[config.mk]
export PLATFORM = sky130hd
export DESIGN_NAME = keymem_arbiter_flat
export DESIGN_NICKNAME = d
export VERILOG_FILES = /design/src/rtl/keymem_arbiter_if.sv /design/src/rtl/keymem_arbiter.sv /design/src/flat_wrapper.sv
export SDC_FILE = /design/constraint.sdc
export NUM_CORES = 1
export LEC_CHECK = 0
export ABC_CLOCK_PERIOD_IN_PS = 2700
export CAP_MARGIN = 5
export CORE_AREA = 2 2 270 272
export DETAILED_ROUTE_END_ITERATION = 8
export DIE_AREA = 0 0 272 274
export GPL_ROUTABILITY_DRIVEN = 0
export GPL_TIMING_DRIVEN = 0
export HOLD_SLACK_MARGIN = 0.06
export PLACE_DENSITY = 0.52
export SLEW_MARGIN = 0
export SYNTH_ARGS = -nofsm -noshare
export SYNTH_HDL_FRONTEND = slang
export SYNTH_SLANG_ARGS = --single-unit
[constraint.sdc]
create_clock -name key_clk -period 2.7 [get_ports key_clk]
set_input_delay 0.27 -clock key_clk [delete_from_list [all_inputs] [get_ports key_clk]]
set_output_delay 0.27 -clock key_clk [all_outputs]
set_load 0.05 [all_outputs]
[src/rtl/keymem_arbiter_if.sv]
// keymem_arbiter_if: groups the per-path key request bus and the single keymem
// key port shared by keymem_arbiter.
//   path_key_req / path_key_id           requests from the network paths
//   path_key_ack / path_key_err / path_key   acknowledge, error flag and key back to the paths
//   km_key_req / km_key_id               lookup issued to keymem_top
//   km_key_ack / km_key                  keymem_top response
// Modport slave is the arbiter's view. Modport master is the environment's view
// (the paths plus keymem).
interface keymem_arbiter_if #(
  parameter int unsigned NUM_PATHS = 4
) ();
  logic [NUM_PATHS-1:0]    path_key_req;
  logic [32*NUM_PATHS-1:0] path_key_id;
  logic [NUM_PATHS-1:0]    path_key_ack;
  logic [NUM_PATHS-1:0]    path_key_err;
  logic [255:0]            path_key;
  logic                    km_key_req;
  logic [31:0]             km_key_id;
  logic                    km_key_ack;
  logic [255:0]            km_key;

  modport slave (
    input  path_key_req, path_key_id, km_key_ack, km_key,
    output path_key_ack, path_key_err, path_key, km_key_req, km_key_id
  );

  modport master (
    output path_key_req, path_key_id, km_key_ack, km_key,
    input  path_key_ack, path_key_err, path_key, km_key_req, km_key_id
  );
endinterface

[src/rtl/keymem_arbiter.sv]
// keymem_arbiter: round-robin arbiter that serialises key lookups from up to
// NUM_PATHS network paths onto one keymem_top key port. It runs one lookup at a
// time, latches the returned key and pulses the acknowledge to the granted path.
//
// Ports:
//   key_clk      key-domain clock (clk156)
//   key_aresetn  asynchronous reset, active low
//   bus          keymem_arbiter_if.slave; carries the path request/ack bus and the keymem port
//   busy         high whenever the FSM is not idle
//
// Optional feature: define KEYMEM_ARB_TIMEOUT_EN to bound each lookup to
// TIMEOUT_CYCLES cycles. On timeout the path receives an error ack with a zero key.
// When the macro is not defined, the arbiter waits indefinitely for keymem and
// path_key_err stays 0.
module keymem_arbiter #(
  parameter int unsigned NUM_PATHS      = 4,
  parameter logic [15:0] TIMEOUT_CYCLES = 16'd1024
) (
  input  logic             key_clk,
  input  logic             key_aresetn,
  keymem_arbiter_if.slave  bus,
  output logic             busy
);

  localparam int unsigned GrantW = $clog2(NUM_PATHS);

  if (NUM_PATHS < 2 || NUM_PATHS > 8 || TIMEOUT_CYCLES == 16'd0) begin : g_param_check
    $error("keymem_arbiter: NUM_PATHS must be 2..8 and TIMEOUT_CYCLES nonzero");
  end

  typedef enum logic [1:0] {StIdle, StIssue, StWait, StResp} state_e;

  state_e               state_q, state_d;
  logic [GrantW-1:0]    grant_q, grant_d;
  logic [GrantW-1:0]    last_grant_q, last_grant_d;
  logic [31:0]          km_key_id_q, km_key_id_d;
  logic                 km_key_req_q, km_key_req_d;
  logic [255:0]         key_reg_q, key_reg_d;
  logic [NUM_PATHS-1:0] ack_q, ack_d;
  logic [NUM_PATHS-1:0] err_q, err_d;
  logic                 busy_q, busy_d;

  logic                 req_any;
  logic [GrantW-1:0]    winner;
  logic [GrantW-1:0]    cand;
  logic [31:0]          winner_id;
  logic                 timeout;

`ifdef KEYMEM_ARB_TIMEOUT_EN
  logic [15:0] cnt_q, cnt_d;
  logic        err_reg_q, err_reg_d;

  assign timeout = (state_q == StWait) && (cnt_q == TIMEOUT_CYCLES - 16'd1);

  always_comb begin
    cnt_d     = cnt_q;
    err_reg_d = err_reg_q;
    if (state_q == StIssue) begin
      cnt_d = 16'd0;
    end else if (state_q == StWait) begin
      cnt_d = cnt_q + 16'd1;
      // An ack on the timeout cycle still wins.
      if (bus.km_key_ack) begin
        err_reg_d = 1'b0;
      end else if (timeout) begin
        err_reg_d = 1'b1;
      end
    end
  end

  always_ff @(posedge key_clk or negedge key_aresetn) begin
    if (!key_aresetn) begin
      cnt_q     <= 16'd0;
      err_reg_q <= 1'b0;
    end else begin
      cnt_q     <= cnt_d;
      err_reg_q <= err_reg_d;
    end
  end
`else
  assign timeout = 1'b0;
`endif

  // Round-robin pick: the first requester after last_grant_q, wrapping.
  always_comb begin
    winner  = last_grant_q;
    req_any = 1'b0;
    cand    = '0;
    for (int unsigned k = 1; k <= NUM_PATHS; k++) begin
      cand = GrantW'((32'(last_grant_q) + k) % NUM_PATHS);
      if (!req_any && bus.path_key_req[cand]) begin
        winner  = cand;
        req_any = 1'b1;
      end
    end
  end

  always_comb begin
    winner_id = '0;
    for (int unsigned p = 0; p < NUM_PATHS; p++) begin
      if (winner == GrantW'(p)) begin
        winner_id = bus.path_key_id[32*p +: 32];
      end
    end
  end

  // State register.
  always_ff @(posedge key_clk or negedge key_aresetn) begin
    if (!key_aresetn) begin
      state_q <= StIdle;
    end else begin
      state_q <= state_d;
    end
  end

  // Next-state logic. A keymem ack outside WAIT is ignored.
  always_comb begin
    state_d = state_q;
    case (state_q)
      StIdle:  if (req_any) state_d = StIssue;
      StIssue: state_d = StWait;
      StWait:  if (bus.km_key_ack || timeout) state_d = StResp;
      StResp:  state_d = StIdle;
      default: state_d = StIdle;
    endcase
  end

  // Output and datapath next values. Every output is taken from a flop.
  always_comb begin
    grant_d      = grant_q;
    last_grant_d = last_grant_q;
    km_key_id_d  = km_key_id_q;
    km_key_req_d = 1'b0;
    key_reg_d    = key_reg_q;
    ack_d        = '0;
    err_d        = '0;
    busy_d       = (state_d != StIdle);
    case (state_q)
      StIdle: begin
        if (req_any) begin
          grant_d      = winner;
          km_key_id_d  = winner_id;
          km_key_req_d = 1'b1;
        end
      end
      StWait: begin
        if (bus.km_key_ack) begin
          key_reg_d = bus.km_key;
        end else if (timeout) begin
          key_reg_d = '0;
        end
        if (state_d == StResp) begin
          ack_d[grant_q] = 1'b1;
`ifdef KEYMEM_ARB_TIMEOUT_EN
          err_d[grant_q] = err_reg_d;
`endif
        end
      end
      StResp: begin
        last_grant_d = grant_q;
      end
      default: ;
    endcase
  end

  always_ff @(posedge key_clk or negedge key_aresetn) begin
    if (!key_aresetn) begin
      grant_q      <= '0;
      last_grant_q <= GrantW'(NUM_PATHS - 1);
      km_key_id_q  <= '0;
      km_key_req_q <= 1'b0;
      key_reg_q    <= '0;
      ack_q        <= '0;
      err_q        <= '0;
      busy_q       <= 1'b0;
    end else begin
      grant_q      <= grant_d;
      last_grant_q <= last_grant_d;
      km_key_id_q  <= km_key_id_d;
      km_key_req_q <= km_key_req_d;
      key_reg_q    <= key_reg_d;
      ack_q        <= ack_d;
      err_q        <= err_d;
      busy_q       <= busy_d;
    end
  end

  assign bus.km_key_req   = km_key_req_q;
  assign bus.km_key_id    = km_key_id_q;
  assign bus.path_key_ack = ack_q;
  assign bus.path_key_err = err_q;
  assign bus.path_key     = key_reg_q;
  assign busy             = busy_q;

endmodule

[src/flat_wrapper.sv]
// flat-port wrapper written by rule: the top's interface ports become plain ports
module keymem_arbiter_flat 
#(
  parameter int unsigned NUM_PATHS      = 4,
  parameter logic [15:0] TIMEOUT_CYCLES = 16'd1024
)
  (key_clk, key_aresetn, busy, bus_path_key_req, bus_path_key_id, bus_km_key_ack, bus_km_key, bus_path_key_ack, bus_path_key_err, bus_path_key, bus_km_key_req, bus_km_key_id);
  keymem_arbiter_if #(.NUM_PATHS(NUM_PATHS)) bus_i ();
  input  logic key_clk;
  input  logic key_aresetn;
  output logic busy;
  input wire logic [$bits(bus_i.path_key_req)-1:0] bus_path_key_req;
  input wire logic [$bits(bus_i.path_key_id)-1:0] bus_path_key_id;
  input wire logic [$bits(bus_i.km_key_ack)-1:0] bus_km_key_ack;
  input wire logic [$bits(bus_i.km_key)-1:0] bus_km_key;
  output wire logic [$bits(bus_i.path_key_ack)-1:0] bus_path_key_ack;
  output wire logic [$bits(bus_i.path_key_err)-1:0] bus_path_key_err;
  output wire logic [$bits(bus_i.path_key)-1:0] bus_path_key;
  output wire logic [$bits(bus_i.km_key_req)-1:0] bus_km_key_req;
  output wire logic [$bits(bus_i.km_key_id)-1:0] bus_km_key_id;
  assign bus_i.path_key_req = bus_path_key_req;
  assign bus_i.path_key_id = bus_path_key_id;
  assign bus_i.km_key_ack = bus_km_key_ack;
  assign bus_i.km_key = bus_km_key;
  assign bus_path_key_ack = bus_i.path_key_ack;
  assign bus_path_key_err = bus_i.path_key_err;
  assign bus_path_key = bus_i.path_key;
  assign bus_km_key_req = bus_i.km_key_req;
  assign bus_km_key_id = bus_i.km_key_id;
  keymem_arbiter #(.NUM_PATHS(NUM_PATHS), .TIMEOUT_CYCLES(TIMEOUT_CYCLES)) u_core (.key_clk(key_clk), .key_aresetn(key_aresetn), .bus(bus_i), .busy(busy));
endmodule
==> impl_metrics.ini <==
[outcome]
outcome = finished, final reports clean

[global_routing]
global_route.usage.total_pct = 13.29
grt_pass1_wl_um = 76520
grt_pass1_vias = 12240
antenna_found_initial = 1
grt_overflow = 0
grt_max_degree = 109

[yosys]
yosysUniqueCellTypes = 42
synth_seq_cells = 300
avgSynthCellArea_um2 = 9.369
async_flop_share_pct = 100.0
synthFlopType = dfrtp_1
syn-cell-area_mm2 = 0.01231
ys_warn_count = 0
synth_enable_flop_cells = 0
synth.yosys.seq_area_share_pct = 61.00
syn_inst = 1314

[timing]
finalClockSkew_ns = 0.02026
drv_slew = 0
tightest_slew_ns = 0.8107
final_hold_viol_count = 0
finalSetupTns_ns = 0
setup_viol = 0
max-slew-margin-rel_pct = 45.79
fin_crit_sh_pct = 87.05
achievable-frequency_ghz = 0.4254
fin_ws_ns = 0.3495
rsz0062_at_grt = no
period_minus_slack_ns = 2.350

[job]
maxCapViolations = 0

[power]
leakage_nw = 9.929
vdd_drop_max_mv = 0.6286
p_per_area_mw_per_mm2 = 1407
power.total_mw = 30.52

[floorplan]
initial_core_util_pct = 17.11
core-area_mm2 = 0.07197
rows = 99
ios = 689
die_height_um = 274
die_w_um = 272
die_area_mm2 = 0.07453

[finish]
design_area_mm2 = 0.02169
drive_above_1_share_pct = 7.819
fin_nets = 2435
n_antenna_cell = 0
area_growth_syn_to_layout_pct = 76.20
fillers = 7475
fin_util_pct = 30.14
final_common_cell = nand2_1
mostFrequentLayoutCells = 772 x nand2_1, 683 x clkdlybuf4s50_1, 298 x dfrtp_1

[routing]
wirelength_um = 51380
ant_nets = 0
wl_per_cell_um = 16.95
drc = 0
vias = 11620
vias_per_cell = 3.834
first_iter_violations = 572
dr.pass1.iters = 4

[worst_setup_path]
startpoint_type = flip-flop
critPathMaxStageDelay_ns = 0.64
cp_data_arrival_time_ns = 2.83
worstPathMaxFanout = 10
endpoint_kind = flip-flop
critPathBufInv = 2
crit_top_cell = nand2_1
cp.required_ns = 3.18
critPathSlowestCell = clkbuf_1
crit_chain = nand3b_1 -> clkbuf_1 -> buf_1 -> nand2_1 -> nand2_1
critical-path-top-delay-family = buffers and inverters
criticalPathCategory = reg -> reg

[min_path]
holdCritPathClass = in -> reg

[clock_network]
root_buffer = clkbuf_16
htreeDepth = 2
cts_tree = done
cts_made_buffers = 38
postCtsSetupBuffers = 0
clkTransAtPathRegs_ns = 0.06
cts_buffer_depth = 3
clk_latency_ns = 0.55
clkSinkCount = 300

[placement]
dpl_cell_area_mm2 = 0.02043
place_ws_ns = -0.2622
port_buffers = 684
hpwl_um = 39750
flip-flops by register name (all words and copies together) (netlist names):
signal / count
u_core.bus.km_key_id: 32
u_core.bus.km_key_req: 1
u_core.bus.path_key: 256
u_core.bus.path_key_ack: 4
u_core.busy: 1
u_core.grant_q: 2
u_core.last_grant_q: 2
u_core.state_q: 2
cell type report:
cell class                 count  area [um^2]  area share [%]
clock inverter                17        170.2          0.7845
inverter                       3        13.76         0.06345
multi-input combinational    937         4389           20.24
clock buffer                  51         1081           4.984
sequential                   300         7510           34.62
timing repair buffer         687         6917           31.89
tap                          959         1200           5.532
buffer                        77        410.4           1.892
routing by layer:
metal	vias up	GRT usage (%)	part of all wire [%]	wire, um
li1	5577	-	-	-
met1	5561	15.61	40	20500
met2	419	23.62	51	26050
met3	63	3.643	7.0	3613
met4	0	3.788	2.4	1210
met5	-	0	0	0
repair_timing:
item	4_1_cts	5_1_grt
resized for setup	0	3
hold buffers	1	0
endpoints found under the setup margin	0	12
hold endpoints to repair	85	0
where the power goes:
group	switching [mW]	internal [mW]	total [mW]
Combinational	11.7	5.78	17.5
Clock	2.05	3.10	5.14
Sequential	1.26	6.62	7.89
Total	15.0	15.5	30.5
through the flow:
stage,std cells,hold slack [ns]
after floorplan,1317,-0.02559
after global placement,2960,0.4593
after detailed placement,2962,0.3508
after CTS,3031,0.2069
after global routing,3031,0.2200
final,3031,0.2495
path summary, 6_finish.rpt:
check / start / to / slack [ns] / cells past startpoint
worst max-delay path: u_core.state_q[0] / u_core.bus.path_key[86] / 0.35 / 5
worst min-delay path: bus_km_key[103] / u_core.bus.path_key[103] / 0.25 / 3
worst max register to register: u_core.state_q[0] / u_core.bus.path_key[86] / 0.35 / 5
worst min register to register: u_core.bus.path_key[109] / u_core.bus.path_key[109] / 0.47 / 2
max in group asynchronous: key_aresetn / u_core.bus.path_key[146] / 1.26 / 3
min in group asynchronous: key_aresetn / u_core.bus.path_key[238] / 0.36 / 2
worst register-to-register path, stage by stage (launching register included):
cell	delay (ns)
dfrtp_1	0.43
nand3b_1	0.45
clkbuf_1	0.64
buf_1	0.56
nand2_1	0.12
nand2_1	0.09
kinds of logic (layout without fill, tap and decap cells):
family          count (synthesis)  in the layout  synth area share [%]
mux                            35             35                 2.876
buf+inv                        80            835                 3.435
compound gates                 75             75                 7.135
simple gates                  822            822                 25.45
xor+xnor                        1              1               0.07116
flops                         300            300                 61.00
other cells                     1              4               0.03046
cell usage after synthesis (2+ instances only):
library cell	n	area [um^2]
a211oi_1	2	15.01
a211oi_2	30	375.4
buf_1	7	26.28
buf_12	3	60.06
buf_2	12	60.06
buf_4	7	52.55
buf_6	4	45.04
clkbuf_1	44	165.2
dfrtp_1	298	7457
dfstp_2	2	52.55
inv_1	2	7.510
mux2_2	3	33.78
mux2i_1	32	320.3
nand2_1	772	2898
nand2b_1	2	12.51
nor2_1	36	135.1
o21ai_0	2	10.01
o21ai_1	2	10.01
o22ai_1	2	12.51
o22ai_2	30	375.4
Power figures use the tool's default switching activity.
